--- src/rtl/dvi_pixel_capture.sv ---
// dvi_pixel_capture
//   Receive side of the 12-bit word-multiplexed DVI pixel bus. Two words per
//   pixel arrive on a clock running at twice the pixel rate:
//     word0 = {g[3:0], b[7:0]}, word1 = {r[7:0], g[7:4]}.
//   Pixels are reassembled to 24-bit RGB, tagged with start-of-frame and
//   end-of-line, and pushed into a downstream FIFO. Line/frame length,
//   word alignment and FIFO overflow are tracked with sticky flags.
//
// Ports
//   clk        capture clock (2x pixel rate)
//   rst_n      asynchronous active-low reset
//   d_in       multiplexed pixel word
//   de_in      data enable (active video)
//   hsync_in   horizontal sync, active level set by HSYNC_POL
//   vsync_in   vertical sync, active level set by VSYNC_POL
//   fifo_full  downstream FIFO cannot take a write this cycle
//   clr_err    synchronous clear of overflow/err_align/err_len
//   wr_en      one-cycle write strobe
//   wr_data    {eol, sof, r[7:0], g[7:0], b[7:0]}
//   pixel_x    x of the pixel on wr_data
//   pixel_y    y of the pixel on wr_data
//   locked     a full error-free frame was captured since the last resync
//   overflow   sticky: pixel dropped because fifo_full
//   err_align  sticky: DE fell after an odd number of words
//   err_len    sticky: line or frame length mismatch
module dvi_pixel_capture #(
  parameter int H_ACTIVE  = 640,
  parameter int V_ACTIVE  = 480,
  parameter bit HSYNC_POL = 1'b0,
  parameter bit VSYNC_POL = 1'b0
) (
  input  logic        clk,
  input  logic        rst_n,
  input  logic [11:0] d_in,
  input  logic        de_in,
  input  logic        hsync_in,
  input  logic        vsync_in,
  input  logic        fifo_full,
  input  logic        clr_err,
  output logic        wr_en,
  output logic [25:0] wr_data,
  output logic [9:0]  pixel_x,
  output logic [9:0]  pixel_y,
  output logic        locked,
  output logic        overflow,
  output logic        err_align,
  output logic        err_len
);

  localparam logic [9:0] H_ACT_W = 10'(H_ACTIVE);
  localparam logic [9:0] H_LAST  = 10'(H_ACTIVE - 1);
  localparam logic [9:0] V_ACT_W = 10'(V_ACTIVE);
  localparam logic [9:0] CNT_MAX = 10'h3FF;

  typedef enum logic [1:0] {WAIT_VS, RUN, DROP} state_t;

  // Reset asserts asynchronously but releases on a clock edge.
  logic rst_meta_q, rst_sync_q;
  always_ff @(posedge clk or negedge rst_n) begin
    if (!rst_n) begin
      rst_meta_q <= 1'b0;
      rst_sync_q <= 1'b0;
    end else begin
      rst_meta_q <= 1'b1;
      rst_sync_q <= rst_meta_q;
    end
  end

  // Input stage. Syncs are stored already normalised to active-high so that
  // the reset value (0) reads as "inactive" regardless of polarity.
  logic [11:0] d_q;
  logic        de_q, de_prev_q, hs_act_q, vs_act_q, vs_prev_q;
  always_ff @(posedge clk or negedge rst_sync_q) begin
    if (!rst_sync_q) begin
      d_q       <= '0;
      de_q      <= 1'b0;
      de_prev_q <= 1'b0;
      hs_act_q  <= 1'b0;
      vs_act_q  <= 1'b0;
      vs_prev_q <= 1'b0;
    end else begin
      d_q       <= d_in;
      de_q      <= de_in;
      de_prev_q <= de_q;
      hs_act_q  <= (hsync_in == HSYNC_POL);
      vs_act_q  <= (vsync_in == VSYNC_POL);
      vs_prev_q <= vs_act_q;
    end
  end

  logic   de_rise, de_fall, vs_edge, cur_phase, pix_ready;
  state_t state_q;
  logic   phase_q, phase_d;
  logic [9:0] x_q, x_d, y_q, y_d;

  assign de_rise   = de_q & ~de_prev_q;
  assign de_fall   = ~de_q & de_prev_q;
  assign vs_edge   = vs_act_q & ~vs_prev_q;
  // The first word after DE rises is always word0.
  assign cur_phase = de_rise ? 1'b0 : phase_q;
  assign pix_ready = de_q & cur_phase;

  always_comb begin
    x_d     = x_q;
    y_d     = y_q;
    phase_d = phase_q;
    if (de_q) phase_d = ~cur_phase;
    if (de_rise) x_d = '0;
    if (pix_ready && x_q != CNT_MAX) x_d = x_q + 10'd1;
    if (de_fall) begin
      x_d     = '0;
      phase_d = 1'b0;
      if (y_q != CNT_MAX) y_d = y_q + 10'd1;
    end
    // vsync clear has priority so a line starting on the same cycle is y=0.
    if (vs_edge) y_d = '0;
  end

  // Assembly stage: word0 held, pixel built when word1 arrives.
  logic [11:0] hold_q;
  logic        asm_valid_q;
  logic [25:0] asm_data_q;
  logic [9:0]  asm_x_q, asm_y_q;
  always_ff @(posedge clk or negedge rst_sync_q) begin
    if (!rst_sync_q) begin
      phase_q     <= 1'b0;
      x_q         <= '0;
      y_q         <= '0;
      hold_q      <= '0;
      asm_valid_q <= 1'b0;
      asm_data_q  <= '0;
      asm_x_q     <= '0;
      asm_y_q     <= '0;
    end else begin
      phase_q     <= phase_d;
      x_q         <= x_d;
      y_q         <= y_d;
      asm_valid_q <= pix_ready;
      if (de_q && !cur_phase) hold_q <= d_q;
      if (pix_ready) begin
        asm_data_q <= {(x_q == H_LAST), (x_q == '0 && y_q == '0),
                       d_q[11:4], d_q[3:0], hold_q[11:8], hold_q[7:0]};
        asm_x_q    <= x_q;
        asm_y_q    <= y_q;
      end
    end
  end

  // Error events; line and frame checks only count while capturing.
  logic in_run, ovf_ev, align_ev, len_line_ev, len_frame_ev;
  assign in_run       = (state_q == RUN);
  assign ovf_ev       = in_run & asm_valid_q & fifo_full;
  assign align_ev     = in_run & de_fall & phase_q;
  assign len_line_ev  = in_run & de_fall & (x_q != H_ACT_W);
  assign len_frame_ev = in_run & vs_edge & (y_q != V_ACT_W);

  // Output stage and capture state machine.
  logic        wr_en_q, locked_q, overflow_q, err_align_q, err_len_q, frame_err_q;
  logic [25:0] wr_data_q;
  logic [9:0]  pixel_x_q, pixel_y_q;
  always_ff @(posedge clk or negedge rst_sync_q) begin
    if (!rst_sync_q) begin
      state_q     <= WAIT_VS;
      wr_en_q     <= 1'b0;
      wr_data_q   <= '0;
      pixel_x_q   <= '0;
      pixel_y_q   <= '0;
      locked_q    <= 1'b0;
      overflow_q  <= 1'b0;
      err_align_q <= 1'b0;
      err_len_q   <= 1'b0;
      frame_err_q <= 1'b0;
    end else begin
      wr_en_q <= 1'b0;
      case (state_q)
        WAIT_VS: begin
          if (vs_edge) begin
            state_q     <= RUN;
            frame_err_q <= 1'b0;
          end
        end
        RUN: begin
          if (vs_edge) begin
            locked_q    <= ~frame_err_q & (y_q == V_ACT_W);
            frame_err_q <= 1'b0;
          end
          if (asm_valid_q) begin
            if (fifo_full) begin
              // Drop the rest of the frame and resync on the next vsync.
              state_q     <= DROP;
              locked_q    <= 1'b0;
              frame_err_q <= 1'b1;
            end else begin
              wr_en_q   <= 1'b1;
              wr_data_q <= asm_data_q;
              pixel_x_q <= asm_x_q;
              pixel_y_q <= asm_y_q;
            end
          end
        end
        DROP: begin
          locked_q <= 1'b0;
          if (vs_edge) begin
            state_q     <= RUN;
            frame_err_q <= 1'b0;
          end
        end
        default: state_q <= WAIT_VS;
      endcase

      // Clear first so a simultaneous new event wins.
      if (clr_err) begin
        overflow_q  <= 1'b0;
        err_align_q <= 1'b0;
        err_len_q   <= 1'b0;
      end
      if (ovf_ev) overflow_q <= 1'b1;
      if (align_ev) err_align_q <= 1'b1;
      if (len_line_ev || len_frame_ev) err_len_q <= 1'b1;
      if (align_ev || len_line_ev) begin
        locked_q    <= 1'b0;
        frame_err_q <= 1'b1;
      end
      if (len_frame_ev) locked_q <= 1'b0;
    end
  end

  // Horizontal sync carries no information beyond DE for this receiver; it is
  // registered with the other inputs only to keep them time-aligned.
  logic hs_unused;
  assign hs_unused = hs_act_q;

  assign wr_en     = wr_en_q;
  assign wr_data   = wr_data_q;
  assign pixel_x   = pixel_x_q;
  assign pixel_y   = pixel_y_q;
  assign locked    = locked_q;
  assign overflow  = overflow_q;
  assign err_align = err_align_q;
  assign err_len   = err_len_q;

endmodule

--- config.mk ---
export PLATFORM = sky130hd
export DESIGN_NAME = dvi_pixel_capture
export DESIGN_NICKNAME = d
export VERILOG_FILES = /design/src/rtl/dvi_pixel_capture.sv
export SDC_FILE = /design/constraint.sdc
export NUM_CORES = 1
export LEC_CHECK = 0
export CAP_MARGIN = 0
export CORE_MARGIN = 3
export CORE_UTILIZATION = 62
export CTS_BUF_LIST = sky130_fd_sc_hd__clkbuf_4
export CTS_CLUSTER_DIAMETER = 100
export DETAILED_ROUTE_END_ITERATION = 8
export GPL_TIMING_DRIVEN = 0
export HOLD_SLACK_MARGIN = 0.08
export MAX_ROUTING_LAYER = met4
export PLACE_DENSITY = 0.87
export SYNTH_ARGS = -nofsm -noshare
export SYNTH_HDL_FRONTEND = slang
export SYNTH_SLANG_ARGS = --single-unit
--- constraint.sdc ---
create_clock -name clk -period 7 [get_ports clk]
set_input_delay 1.4 -clock clk [delete_from_list [all_inputs] [get_ports clk]]
set_output_delay 1.4 -clock clk [all_outputs]
set_load 0.02 [all_outputs]
==> impl_table.tex, run 1 <==
\begin{tabular}{lr}
\hline
Metric & Value \\
\hline
\multicolumn{2}{l}{\textbf{Outcome}} \\
\quad Status & complete, no violations \\
\multicolumn{2}{l}{\textbf{Finish}} \\
\quad Utilization of the core after routing & 0.768 \\
\quad Filler Cells Inserted & between 600 and 700 \\
\quad Number of inserted diodes & 0 \\
\quad Total area of multi-input combinational cells & 0.00203 mm² \\
\quad Layout overhead on the synthesized area & 18.8\% \\
\quad Fraction of final layout cells sized beyond drive strength 1 & 0.176 \\
\quad Final net count & 628 \\
\quad Register area & between 0.003 and 0.004 mm² \\
\multicolumn{2}{l}{\textbf{Floorplan}} \\
\quad Row Count & 35 \\
\quad Die height & 105 µm \\
\quad Die W & 105 µm \\
\quad Core ar. & 0.00933 mm² \\
\quad Initial cell density of the core & 0.647 \\
\quad DIE AREA & between 0.01 and 0.015 mm² \\
\quad Number of primary I/O pins & 70 \\
\multicolumn{2}{l}{\textbf{STA}} \\
\quad Total count of max-transition violations in the final report & 0 \\
\quad FMAX & 341 MHz \\
\quad RSZ-0062 raised after global routing & no \\
\quad Clock period minus worst slack & 2930 ps \\
\quad Relative slew slack & 0.554 \\
\quad Period Utilization, post-route & 0.418 \\
\quad Count of final setup violators & 0 \\
\quad Setup TNS Final & 0 ps \\
\quad Worst-Margin Slew & 669 ps \\
\quad Maximum clock skew at final layout & 17.7 ps \\
\quad Count of final hold-check violations & 0 \\
\multicolumn{2}{l}{\textbf{Critical path}} \\
\quad Startpoint type of the worst setup path & flip-flop \\
\quad Arr. time, crit path & 1530 ps \\
\quad Delay of the slowest cell on the worst path & 610 ps \\
\quad Biggest fanout along the worst timing path & 2 \\
\quad Critical path, cell by cell & clkdlybuf4s50\_1 \\
\quad Critical path class & reg2out \\
\quad Crit-path slowest cell & sky130\_fd\_sc\_hd\_\_clkdlybuf4s50\_1 \\
\quad Reg-to-reg setup timing slack & 4890 ps \\
\quad Delay-heaviest family, CP & buffers and inverters \\
\quad Endpoint class of the critical path & output port \\
\quad Worst path buffer plus inverter count & 1 \\
\quad Required time of the worst setup path & 5600 ps \\
\multicolumn{2}{l}{\textbf{Yosys}} \\
\quad Mean cell area of the mapped netlist & 11.8 µm² \\
\quad Number of register bits inferred by synthesis & 152 \\
\quad Yosys cell types & 46 \\
\quad Number of nets in the synthesized netlist & 539 \\
\quad Number of warning messages in the yosys log & 0 \\
\quad Number of enable-type register cells in the synthesized netlist & 0 \\
\quad Cells after Synth & 513 \\
\quad Fraction of registers with async set or reset after synthesis & 1.00 \\
\quad Share of the yosys chip area belonging to registers & 0.630 \\
\quad Post-synthesis instance area & 0.00603 mm² \\
\quad Dominant synthesized flop cell & sky130\_fd\_sc\_hd\_\_dfrtp\_1 \\
\multicolumn{2}{l}{\textbf{Route}} \\
\quad Total Routed Length & 12.7 mm \\
\quad Pre-antenna DRT Iters & 4 \\
\quad Detailed-route vias per instance & 5.60 \\
\quad Number of vias in the routed layout & 4162 \\
\quad Wire length per cell & 17.0 µm \\
\quad Residual antenna-violating net count after detailed routing & 0 \\
\quad Residual DRC count & 0 \\
\quad First-iteration detailed-routing DRC count & between 200 and 250 \\
\multicolumn{2}{l}{\textbf{CTS}} \\
\quad CTS tree & yes \\
\quad Clock buffers created by TritonCTS & 17 \\
\quad Clock-pin transition on the worst setup and hold timing paths & 120 ps \\
\quad Post-CTS Hold Buffers & 0 \\
\quad \# H-tree levels & 4 \\
\quad Clock Tree Buf Depth & 2 \\
\quad Source-to-sink clock delay at the later pin of the worst-skew pair & 530 ps \\
\quad Post\_cts resized & 0 \\
\quad Root buffer cell & sky130\_fd\_sc\_hd\_\_clkbuf\_4 \\
\quad Post-CTS setup buffers & 0 \\
\quad TritonCTS sink count & roughly 150 \\
\multicolumn{2}{l}{\textbf{GRT}} \\
\quad Initial antenna violation count & 0 \\
\quad GRT Resource Usage Total & 0.253 \\
\quad First-pass GRT wire length & approximately 21 mm \\
\quad Number of global-route vias before repair & 4357 \\
\quad Pin count of the biggest net entering global routing & 75 \\
\quad Total grt overflow & 0 \\
\multicolumn{2}{l}{\textbf{Power and ir drop}} \\
\quad Leakage power of the design & 3.37 nW \\
\quad Worst vdd ir & 0.000199 V \\
\quad Overall Power & 0.00223 W \\
\quad Power density normalized to cell area & 311 mW/mm² \\
\multicolumn{2}{l}{\textbf{Placed design}} \\
\quad GPL Wtd Cong & 0.912 \\
\quad Placed wire-length estimate after detailed placement & 8.99 mm \\
\quad Port-buffer cells & 68 \\
\multicolumn{2}{l}{\textbf{Hold path}} \\
\quad Hold Crit Class & reg2async \\
\multicolumn{2}{l}{\textbf{Run}} \\
\quad Max Cap Violations & 0 \\
\hline
\end{tabular}
==> synthesized netlist by cell type, drive strengths merged (2+ instances only) <==
cell,n,area share
dfrtp,152,0.63
nand2,131,0.082
mux2,59,0.11
inv,19,0.012
o21ai,17,0.014
buf,15,0.016
nand3,11,0.010
a31oi,10,0.010
and3,9,0.011
clkbuf,8,0.0050
ha,7,0.015
nand4,7,0.0073
nor2,7,0.0044
a21oi,6,0.0050
or4,6,0.0075
nor2b,5,0.0052
nor4,5,0.0052
o211ai,5,0.0062
nand2b,4,0.0041
nand3b,3,0.0037
nor3,3,0.0025
o22ai,3,0.0031
o31ai,3,0.0060
a22oi,2,0.0025
o221ai,2,0.0029
==> worst paths after layout <==
path / cells past startpoint / startpoint / endpoint
worst max-delay path: 1 / wr_data[11] / wr_data[11]
worst min-delay path: 0 / rst_sync_q / wr_data[20]
worst max register to register: 7 / de_prev_q / asm_data_q[12]
worst min register to register: 0 / rst_sync_q / wr_data[20]
max in group asynchronous: 1 / rst_n / rst_sync_q
min in group clk: 0 / rst_meta_q / rst_sync_q
==> cell type report <==
cell class / instances / area share
flip-flops and latches: 152 / 0.531
multi-input cells: 319 / 0.284
repair buffers: 70 / 0.103
well taps: 129 / 0.0225
clock buffers: 20 / 0.0209
plain buffers: 23 / 0.0173
clock inverters: 11 / 0.0115
inverters: 19 / 0.00995
==> cells in the final DEF (no fill, tap or decap), types with 5 or more instances in the layout <==
| master | netlist | routed |
|---|---|---|
| sky130_fd_sc_hd__a21oi_1 | 6 | 6 |
| sky130_fd_sc_hd__a31oi_1 | 10 | 10 |
| sky130_fd_sc_hd__buf_2 | 6 | 6 |
| sky130_fd_sc_hd__clkbuf_1 | 8 | 8 |
| sky130_fd_sc_hd__clkbuf_4 | 0 | 20 |
| sky130_fd_sc_hd__clkdlybuf4s50_1 | 0 | 68 |
| sky130_fd_sc_hd__dfrtp_1 | 152 | 151 |
| sky130_fd_sc_hd__ha_1 | 7 | 7 |
| sky130_fd_sc_hd__inv_1 | 19 | 19 |
| sky130_fd_sc_hd__mux2_2 | 59 | 59 |
| sky130_fd_sc_hd__nand2_1 | 131 | 131 |
| sky130_fd_sc_hd__nand3_1 | 10 | 10 |
| sky130_fd_sc_hd__nand4_1 | 7 | 7 |
| sky130_fd_sc_hd__nor2_1 | 7 | 7 |
| sky130_fd_sc_hd__nor2b_1 | 5 | 5 |
| sky130_fd_sc_hd__nor4_1 | 5 | 5 |
| sky130_fd_sc_hd__o211ai_1 | 5 | 5 |
| sky130_fd_sc_hd__o21ai_0 | 17 | 17 |
| sky130_fd_sc_hd__or4_1 | 6 | 6 |
==> through the flow <==
stage                     instances  worst slack [ps]  area, µm²  hold WS (ps)
after floorplan                 513              2450       6030           331
after global placement          710              1100       6880           338
after detailed placement        712              3890       6930           197
after CTS                       743              4030       7170           209
after global routing            743              3990       7170           219
final                           743              4070       7170           203
==> kinds of logic (layout without fill, tap and decap cells) <==
| group | after synthesis | in the layout | synth area share |
|---|---|---|---|
| other cells | 1 | 1 | 0.000622 |
| compound gates | 55 | 55 | 0.0614 |
| simple gates | 194 | 194 | 0.146 |
| xor+xnor | 2 | 2 | 0.00290 |
| fa+ha+maj | 7 | 7 | 0.0145 |
| mux | 60 | 60 | 0.112 |
| flops | 152 | 152 | 0.630 |
| buf+inv | 42 | 143 | 0.0324 |
==> per-layer routing <==
layer | routed length (µm) | track usage | up-vias
li1 | - | - | 1930
met1 | 5580 | 0.332 | 2112
met2 | 6390 | 0.402 | 102
met3 | 531 | 0.0587 | 18
met4 | 161 | 0.0722 | 0
met5 | 0 | - | -
==> worst register-to-register path: cells and delay by family (launching register included) <==
family	cells	cell delay (ps)
DFF	1	400
adders and majority gates	1	150
buffers and inverters	3	1060
and+or+nand+nor	3	440
==> flip-flops by register name, indices dropped and copies added, names as in the netlist, 2 cells and up <==
signal      flops
wr_data        26
asm_x_q        10
y_q            10
x_q            10
pixel_y        10
pixel_x        10
hold_q         12
asm_data_q     26
d_q            12
asm_y_q        10
state_q         2
==> power by group <==
part,switching (W),internal (W)
registers,0.000116,0.00105
clock network,0.000284,0.000181
logic,0.000301,0.000296
(Power assumes the default switching activity.)
==> inputs of run 2 (changes only) <==
CORE_UTILIZATION = 52   (was 62)
PLACE_DENSITY = 0.78   (was 0.87)
clock period = 2.35 ns   (was 7 ns; I/O delays follow)
==> impl_table.tex, run 2 (same netlist as run 1, synthesis figures left out) <==
\begin{tabular}{lr}
\hline
Metric & Value \\
\hline
\multicolumn{2}{l}{\textbf{Outcome}} \\
\quad Status & complete, no violations \\
\multicolumn{2}{l}{\textbf{Placed design}} \\
\quad GPL Wtd Cong & 0.910 (-0.18\%) \\
\quad Port-buffer cells & 68 (unchanged) \\
\quad Placed wire-length estimate after detailed placement & 8.65 mm (-3.8\%) \\
\quad Number of placed instances, taps included & 723 (+1.5\%) \\
\multicolumn{2}{l}{\textbf{Finish}} \\
\quad Layout overhead on the synthesized area & 20.0\% \\
\quad Final net count & 629 (+0.16\%) \\
\quad Filler Cells Inserted & 841 (+36\%) \\
\quad Commonest non-fill, non-tap cell in the layout & sky130\_fd\_sc\_hd\_\_dfrtp\_1 \\
\quad Commonest cells after routing, fill and taps aside & sky130\_fd\_sc\_hd\_\_dfrtp\_1, sky130\_fd\_sc\_hd\_\_nand2\_1, sky130\_fd\_sc\_hd\_\_clkdlybuf4s50\_1, sky130\_fd\_sc\_hd\_\_mux2\_2, sky130\_fd\_sc\_hd\_\_clkbuf\_4 \\
\quad Post-layout instance count excluding filler cells & 755 (+1.6\%) \\
\quad Number of inserted diodes & 0 (unchanged) \\
\quad Fraction of final layout cells sized beyond drive strength 1 & 0.179 (+0.00297) \\
\multicolumn{2}{l}{\textbf{Critical path}} \\
\quad Destination of the worst register-to-register timing path & asm\_data\_q[12] \\
\quad Delay of the slowest cell on the worst path & 510 ps (-100 ps) \\
\quad Worst r2r path cells & 7 (unchanged) \\
\quad Origin of the critical flop-to-flop path & de\_prev\_q \\
\quad Startpoint type of the worst setup path & flip-flop \\
\quad Critical path, cell by cell & inv\_1 > ha\_1 > nand3b\_1 > clkbuf\_1 > buf\_1 > nand2\_1 > nand2\_1 \\
\quad Critical path class & reg2reg \\
\quad Cell repeated most along the worst path & sky130\_fd\_sc\_hd\_\_nand2\_1 \\
\quad Biggest fanout along the worst timing path & 10 (+8) \\
\quad Required time of the worst setup path & 2810 ps (-2790 ps) \\
\quad Crit-path slowest cell & sky130\_fd\_sc\_hd\_\_clkbuf\_1 \\
\quad Endpoint class of the critical path & flip-flop \\
\quad Arr. time, crit path & 2570 ps (+1040 ps) \\
\quad Reg-to-reg setup timing slack & 240 ps (-4650 ps) \\
\multicolumn{2}{l}{\textbf{Run}} \\
\quad Max Cap Violations & 0 (unchanged) \\
\multicolumn{2}{l}{\textbf{Route}} \\
\quad Number of vias in the routed layout & 4075 (-2.1\%) \\
\quad Pre-antenna DRT Iters & 5 (+1) \\
\quad First-iteration detailed-routing DRC count & 235 (+17\%) \\
\quad Wire length per cell & 16.1 µm (-5.6\%) \\
\quad Residual antenna-violating net count after detailed routing & 0 (unchanged) \\
\quad Detailed-route vias per instance & 5.40 (-3.6\%) \\
\quad Total Routed Length & 12.1 mm (-4.0\%) \\
\quad Residual DRC count & 0 (unchanged) \\
\multicolumn{2}{l}{\textbf{Power and ir drop}} \\
\quad Power density normalized to cell area & 940 mW/mm² (+200\%) \\
\quad Combinational share of power & 0.257 (-0.010) \\
\quad Clock Power Share & 0.234 (+0.025) \\
\quad Worst vdd ir & 0.000565 V (+180\%) \\
\quad Sequential Power Share & 0.510 (-0.014) \\
\quad Sw Share & 0.298 (-0.0155) \\
\quad Internal Power & 0.00477 W (+210\%) \\
\quad Switching Power & 0.00203 W (+190\%) \\
\quad Leakage power of the design & 3.40 nW (+0.84\%) \\
\multicolumn{2}{l}{\textbf{STA}} \\
\quad FMAX & 474 MHz \\
\quad Count of final hold-check violations & 0 (unchanged) \\
\quad RSZ-0062 raised after global routing & no \\
\quad Maximum clock skew at final layout & 15.8 ps (-1.91 ps) \\
\quad Count of final setup violators & 0 (unchanged) \\
\quad Total count of max-transition violations in the final report & 0 (unchanged) \\
\quad Clock period minus worst slack & 2110 ps \\
\quad Minimum hold slack & 355 ps (+152 ps) \\
\quad Period Utilization, post-route & 0.897 \\
\quad Worst-Margin Slew & 637 ps (-31.9 ps) \\
\quad Relative slew slack & 0.576 (+0.0213) \\
\quad Setup TNS Final & 0 ps (unchanged) \\
\multicolumn{2}{l}{\textbf{GRT}} \\
\quad First-pass GRT wire length & 20.7 mm (-3.3\%) \\
\quad Initial antenna violation count & 0 (unchanged) \\
\quad Number of global-route vias before repair & 4221 (-3.1\%) \\
\quad GRT Resource Usage Total & 0.209 (-0.0442) \\
\quad Total grt overflow & 0 (unchanged) \\
\quad Pin count of the biggest net entering global routing & 56 (-25\%) \\
\multicolumn{2}{l}{\textbf{CTS}} \\
\quad Clock-pin transition on the worst setup and hold timing paths & 120 ps (about the same) \\
\quad Root buffer cell & sky130\_fd\_sc\_hd\_\_clkbuf\_4 \\
\quad CTS tree & yes \\
\quad \# H-tree levels & 4 (unchanged) \\
\quad Clock Tree Buf Depth & 2 (unchanged) \\
\quad Post-CTS setup buffers & 0 (unchanged) \\
\quad Source-to-sink clock delay at the later pin of the worst-skew pair & 520 ps (about the same) \\
\quad TritonCTS sink count & 152 (unchanged) \\
\quad Clock buffers created by TritonCTS & 17 (unchanged) \\
\multicolumn{2}{l}{\textbf{Floorplan}} \\
\quad Die W & 114 µm (+8.7\%) \\
\quad Core ar. & 0.0111 mm² (+19\%) \\
\quad Die height & 114 µm (+8.7\%) \\
\quad Number of primary I/O pins & 70 (unchanged) \\
\quad Initial cell density of the core & 0.545 (-0.102) \\
\quad DIE AREA & 0.0129 mm² (+18\%) \\
\quad Row Count & 38 (+8.6\%) \\
\multicolumn{2}{l}{\textbf{Hold path}} \\
\quad Hold Crit Class & reg2async \\
\hline
\end{tabular}
run 2: power by group through the flow:
stage,combinational (W),clock (W),sequential [W]
3_5_place_dp,0.00176,0,0.00352
2_1_floorplan,0.000642,0,0.00380
4_1_cts,0.00177,0.00162,0.00347
5_1_grt,0.00189,0.00173,0.00355
6_report,0.00175,0.00159,0.00347
3_3_place_gp,0.00167,0,0.00353
run 2: worst max-delay path, delay by kind of cell (launching register included):
kind          cells  cell delay, ps
fa+ha+maj         1             160
flops             1             400
buf+inv           3            1050
simple gates      3             440
run 2: metal layers:
metal,vias up,wire length (µm),track usage
met5,-,0,-
met2,100,5830,0.320
met4,0,121,0.0545
li1,1935,-,-
met3,12,641,0.0509
met1,2028,5560,0.284
run 2: per-stage QoR:
stage	power, W	area [µm²]	setup slack (ps)	utilization
after global placement	0.00520	6890	228	0.622
after CTS	0.00687	7240	218	0.653
after detailed placement	0.00528	6950	128	0.627
after floorplan	0.00444	6040	656	-
final	0.00680	7240	242	0.653
after global routing	0.00717	7240	10.2	0.653
run 2: final cells by class:
type / instances / area [µm²] / share of cell area
inverter: 19 / 71.3 / 0.00985
clock buffer: 20 / 150 / 0.0207
tap: 140 / 175 / 0.0242
clock inverter: 11 / 131 / 0.0181
multi-input combinational: 319 / 2030 / 0.281
timing repair buffer: 71 / 746 / 0.103
buffer: 23 / 124 / 0.0171
sequential: 152 / 3810 / 0.526
run 2: worst max path at each step:
| stage | start | endpoint | slack [ps] |
|---|---|---|---|
| 5_1_grt | de_prev_q | asm_data_q[12] | 10 |
| 3_5_place_dp | fifo_full | wr_data[0] | 130 |
| 2_1_floorplan | de_q | x_q[4] | 660 |
| 6_report | de_prev_q | asm_data_q[12] | 240 |
| 4_1_cts | de_prev_q | asm_data_q[12] | 220 |
| 3_3_place_gp | fifo_full | wr_data[2] | 230 |
run 2: timing repair:
| action | in CTS | in global routing |
|---|---|---|
| hold buffers | 1 | 0 |
| resized for setup | 0 | 0 |
| hold endpoints to repair | 2 | 0 |
==> inputs of run 3 (changes only) <==
GPL_TIMING_DRIVEN = default   (was 0)
SLEW_MARGIN = 10   (was default)
==> impl_table.tex, run 3 (same netlist as run 1, synthesis figures left out) <==
\begin{tabular}{lr}
\hline
Metric & Value \\
\hline
\multicolumn{2}{l}{\textbf{Placed design}} \\
\quad GPL Wtd Cong & 0.905 (-0.58\%) \\
\quad Placed wire-length estimate after detailed placement & 8.06 mm (-6.9\%) \\
\quad Number of placed instances, taps included & 710 (-1.8\%) \\
\quad Post-placement worst setup slack & 313 ps (+186 ps) \\
\quad Port-buffer cells & 68 (unchanged) \\
\multicolumn{2}{l}{\textbf{STA}} \\
\quad Clock period minus worst slack & 2020 ps (-88.8 ps) \\
\quad Count of final setup violators & 0 (unchanged) \\
\quad Period Utilization, post-route & 0.859 (-0.0378) \\
\quad Count of final hold-check violations & 0 (unchanged) \\
\quad Fin worst setup slack & 331 ps (+88.8 ps) \\
\quad FMAX & 495 MHz (+4.4\%) \\
\quad Setup TNS Final & 0 ps (unchanged) \\
\quad Worst-Margin Slew & 594 ps (-42.2 ps) \\
\quad Total count of max-transition violations in the final report & 0 (unchanged) \\
\quad Relative slew slack & 0.603 (+0.0272) \\
\quad Maximum clock skew at final layout & 15.0 ps (-0.739 ps) \\
\quad RSZ-0062 raised after global routing & no \\
\multicolumn{2}{l}{\textbf{Power and ir drop}} \\
\quad Leakage power of the design & 3.39 nW (-0.29\%) \\
\quad Overall Power & 0.00703 W (+3.4\%) \\
\quad Power density normalized to cell area & 971 mW/mm² (+3.4\%) \\
\quad Worst vdd ir & 0.000610 V (+7.8\%) \\
\multicolumn{2}{l}{\textbf{GRT}} \\
\quad Pin count of the biggest net entering global routing & 45 (-20\%) \\
\quad Initial antenna violation count & 0 (unchanged) \\
\quad First-pass GRT wire length & 20.3 mm (-2.2\%) \\
\quad Number of global-route vias before repair & 4094 (-3.0\%) \\
\quad GRT Resource Usage Total & 0.206 (-0.00261) \\
\quad Routing usage on met1 & 0.277 (-0.00737) \\
\quad GRT met2 Usage & 0.309 (-0.0106) \\
\quad Most used routing layer in global routing & met2 \\
\quad Met3 routing resource usage after global routing & 0.0557 (+0.00477) \\
\quad Total grt overflow & 0 (unchanged) \\
\multicolumn{2}{l}{\textbf{Floorplan}} \\
\quad Die height & 114 µm (unchanged) \\
\quad Row Count & 38 (unchanged) \\
\quad Die W & 114 µm (unchanged) \\
\quad DIE AREA & 0.0129 mm² (unchanged) \\
\quad Core ar. & 0.0111 mm² (unchanged) \\
\quad Initial cell density of the core & 0.545 (unchanged) \\
\quad Number of primary I/O pins & 70 (unchanged) \\
\multicolumn{2}{l}{\textbf{Critical path}} \\
\quad Origin of the critical flop-to-flop path & de\_q \\
\quad Critical path class & reg2out \\
\quad Startpoint type of the worst setup path & flip-flop \\
\quad Reg-to-reg setup timing slack & 420 ps (+180 ps) \\
\quad Delay of the slowest cell on the worst path & 620 ps (+110 ps) \\
\quad Biggest fanout along the worst timing path & 2 (-8) \\
\quad Required time of the worst setup path & 1880 ps (-930 ps) \\
\quad Worst path buffer plus inverter count & 1 (-2) \\
\quad Arr. time, crit path & 1550 ps (-1020 ps) \\
\quad Crit-path slowest cell & sky130\_fd\_sc\_hd\_\_clkdlybuf4s50\_1 \\
\quad Destination of the worst register-to-register timing path & y\_q[7] \\
\quad Critical path, cell by cell & clkdlybuf4s50\_1 \\
\quad Endpoint class of the critical path & output port \\
\quad Worst r2r path cells & 5 (-2) \\
\quad Delay-heaviest family, CP & buffers and inverters \\
\multicolumn{2}{l}{\textbf{Outcome}} \\
\quad Status & complete, no violations \\
\multicolumn{2}{l}{\textbf{Route}} \\
\quad Residual DRC count & 0 (unchanged) \\
\quad First-iteration detailed-routing DRC count & 225 (-4.3\%) \\
\quad Total Routed Length & 11.8 mm (-3.2\%) \\
\quad Number of vias in the routed layout & 3997 (-1.9\%) \\
\quad Residual antenna-violating net count after detailed routing & 0 (unchanged) \\
\quad Pre-antenna DRT Iters & 4 (-1) \\
\quad Wire length per cell & 15.8 µm (-1.5\%) \\
\quad Detailed-route vias per instance & 5.39 (-0.20\%) \\
\multicolumn{2}{l}{\textbf{CTS}} \\
\quad Root buffer cell & sky130\_fd\_sc\_hd\_\_clkbuf\_4 \\
\quad Clock buffers created by TritonCTS & 17 (unchanged) \\
\quad Clock-pin transition on the worst setup and hold timing paths & 120 ps (about the same) \\
\quad CTS tree & yes \\
\quad Clock Tree Buf Depth & 2 (unchanged) \\
\quad Post-CTS setup buffers & 0 (unchanged) \\
\quad Post\_cts resized & 0 (unchanged) \\
\quad TritonCTS sink count & 152 (unchanged) \\
\quad Post-CTS Hold Buffers & 1 (unchanged) \\
\quad Source-to-sink clock delay at the later pin of the worst-skew pair & 540 ps (+20 ps) \\
\quad \# H-tree levels & 4 (unchanged) \\
\multicolumn{2}{l}{\textbf{Run}} \\
\quad Max Cap Violations & 0 (unchanged) \\
\multicolumn{2}{l}{\textbf{Finish}} \\
\quad Utilization of the core after routing & 0.654 (about the same) \\
\quad Commonest cells after routing, fill and taps aside & sky130\_fd\_sc\_hd\_\_dfrtp\_1, sky130\_fd\_sc\_hd\_\_nand2\_1, sky130\_fd\_sc\_hd\_\_clkdlybuf4s50\_1, sky130\_fd\_sc\_hd\_\_mux2\_2, sky130\_fd\_sc\_hd\_\_clkbuf\_4 \\
\quad Layout overhead on the synthesized area & 20.0\% (about the same) \\
\quad Fraction of final layout cells sized beyond drive strength 1 & 0.181 (+0.00220) \\
\quad Final net count & 616 (-2.1\%) \\
\quad Post-layout instance count excluding filler cells & 742 (-1.7\%) \\
\quad Number of inserted diodes & 0 (unchanged) \\
\quad Commonest non-fill, non-tap cell in the layout & sky130\_fd\_sc\_hd\_\_dfrtp\_1 \\
\multicolumn{2}{l}{\textbf{Hold path}} \\
\quad Hold Crit Class & reg2async \\
\hline
\end{tabular}
[run 3: changes by cell type in the layout (fill, tap and decap cells not counted), moves of 2 or more]
cell,change
sky130_fd_sc_hd__clkbuf_1,-8
sky130_fd_sc_hd__clkinv_2,-3
sky130_fd_sc_hd__buf_12,+3
sky130_fd_sc_hd__buf_2,-6
sky130_fd_sc_hd__buf_4,+7
sky130_fd_sc_hd__buf_16,-2
sky130_fd_sc_hd__buf_6,-3
sky130_fd_sc_hd__bufinv_16,+2
sky130_fd_sc_hd__buf_1,-4
[run 3: report_power, final]
part           internal [W]  leakage, nW  switching, W
Clock              0.000968        0.175      0.000849
Combinational      0.000880         1.25      0.000860
Sequential          0.00314         1.96      0.000340
[run 3: worst max-delay path by stage]
stage,from,endpoint,slack [ps],cells past startpoint
final,wr_data[14],wr_data[14],330,1
after floorplan,de_q,x_q[4],660,6
after CTS,pixel_y[3],pixel_y[3],280,1
after detailed placement,fifo_full,wr_data[25],310,4
after global routing,wr_data[22],wr_data[22],240,1
after global placement,fifo_full,pixel_x[1],350,4
[run 3: cell type report]
type                    count  area (µm²)
repair buffers             81         818
fillers                   878        3840
flip-flops and latches    152        3810
well taps                 140         175
inverters                  19        71.3
clock buffers              20         150
clock inverters            11         179
multi-input cells         319        2040
[run 3: stage by stage]
stage	hold slack (ps)	instance area, µm²
3_3_place_gp	338	6900
4_1_cts	315	7240
6_report	336	7240
5_1_grt	294	7240
2_1_floorplan	174	6040
3_5_place_dp	339	6900
[run 3: per-layer routing]
| metal | wire length, µm | vias to the layer above |
|---|---|---|
| li1 | - | 1921 |
| met1 | 5360 | 1967 |
| met2 | 5710 | 94 |
| met3 | 527 | 15 |
| met4 | 163 | 0 |
| met5 | 0 | - |
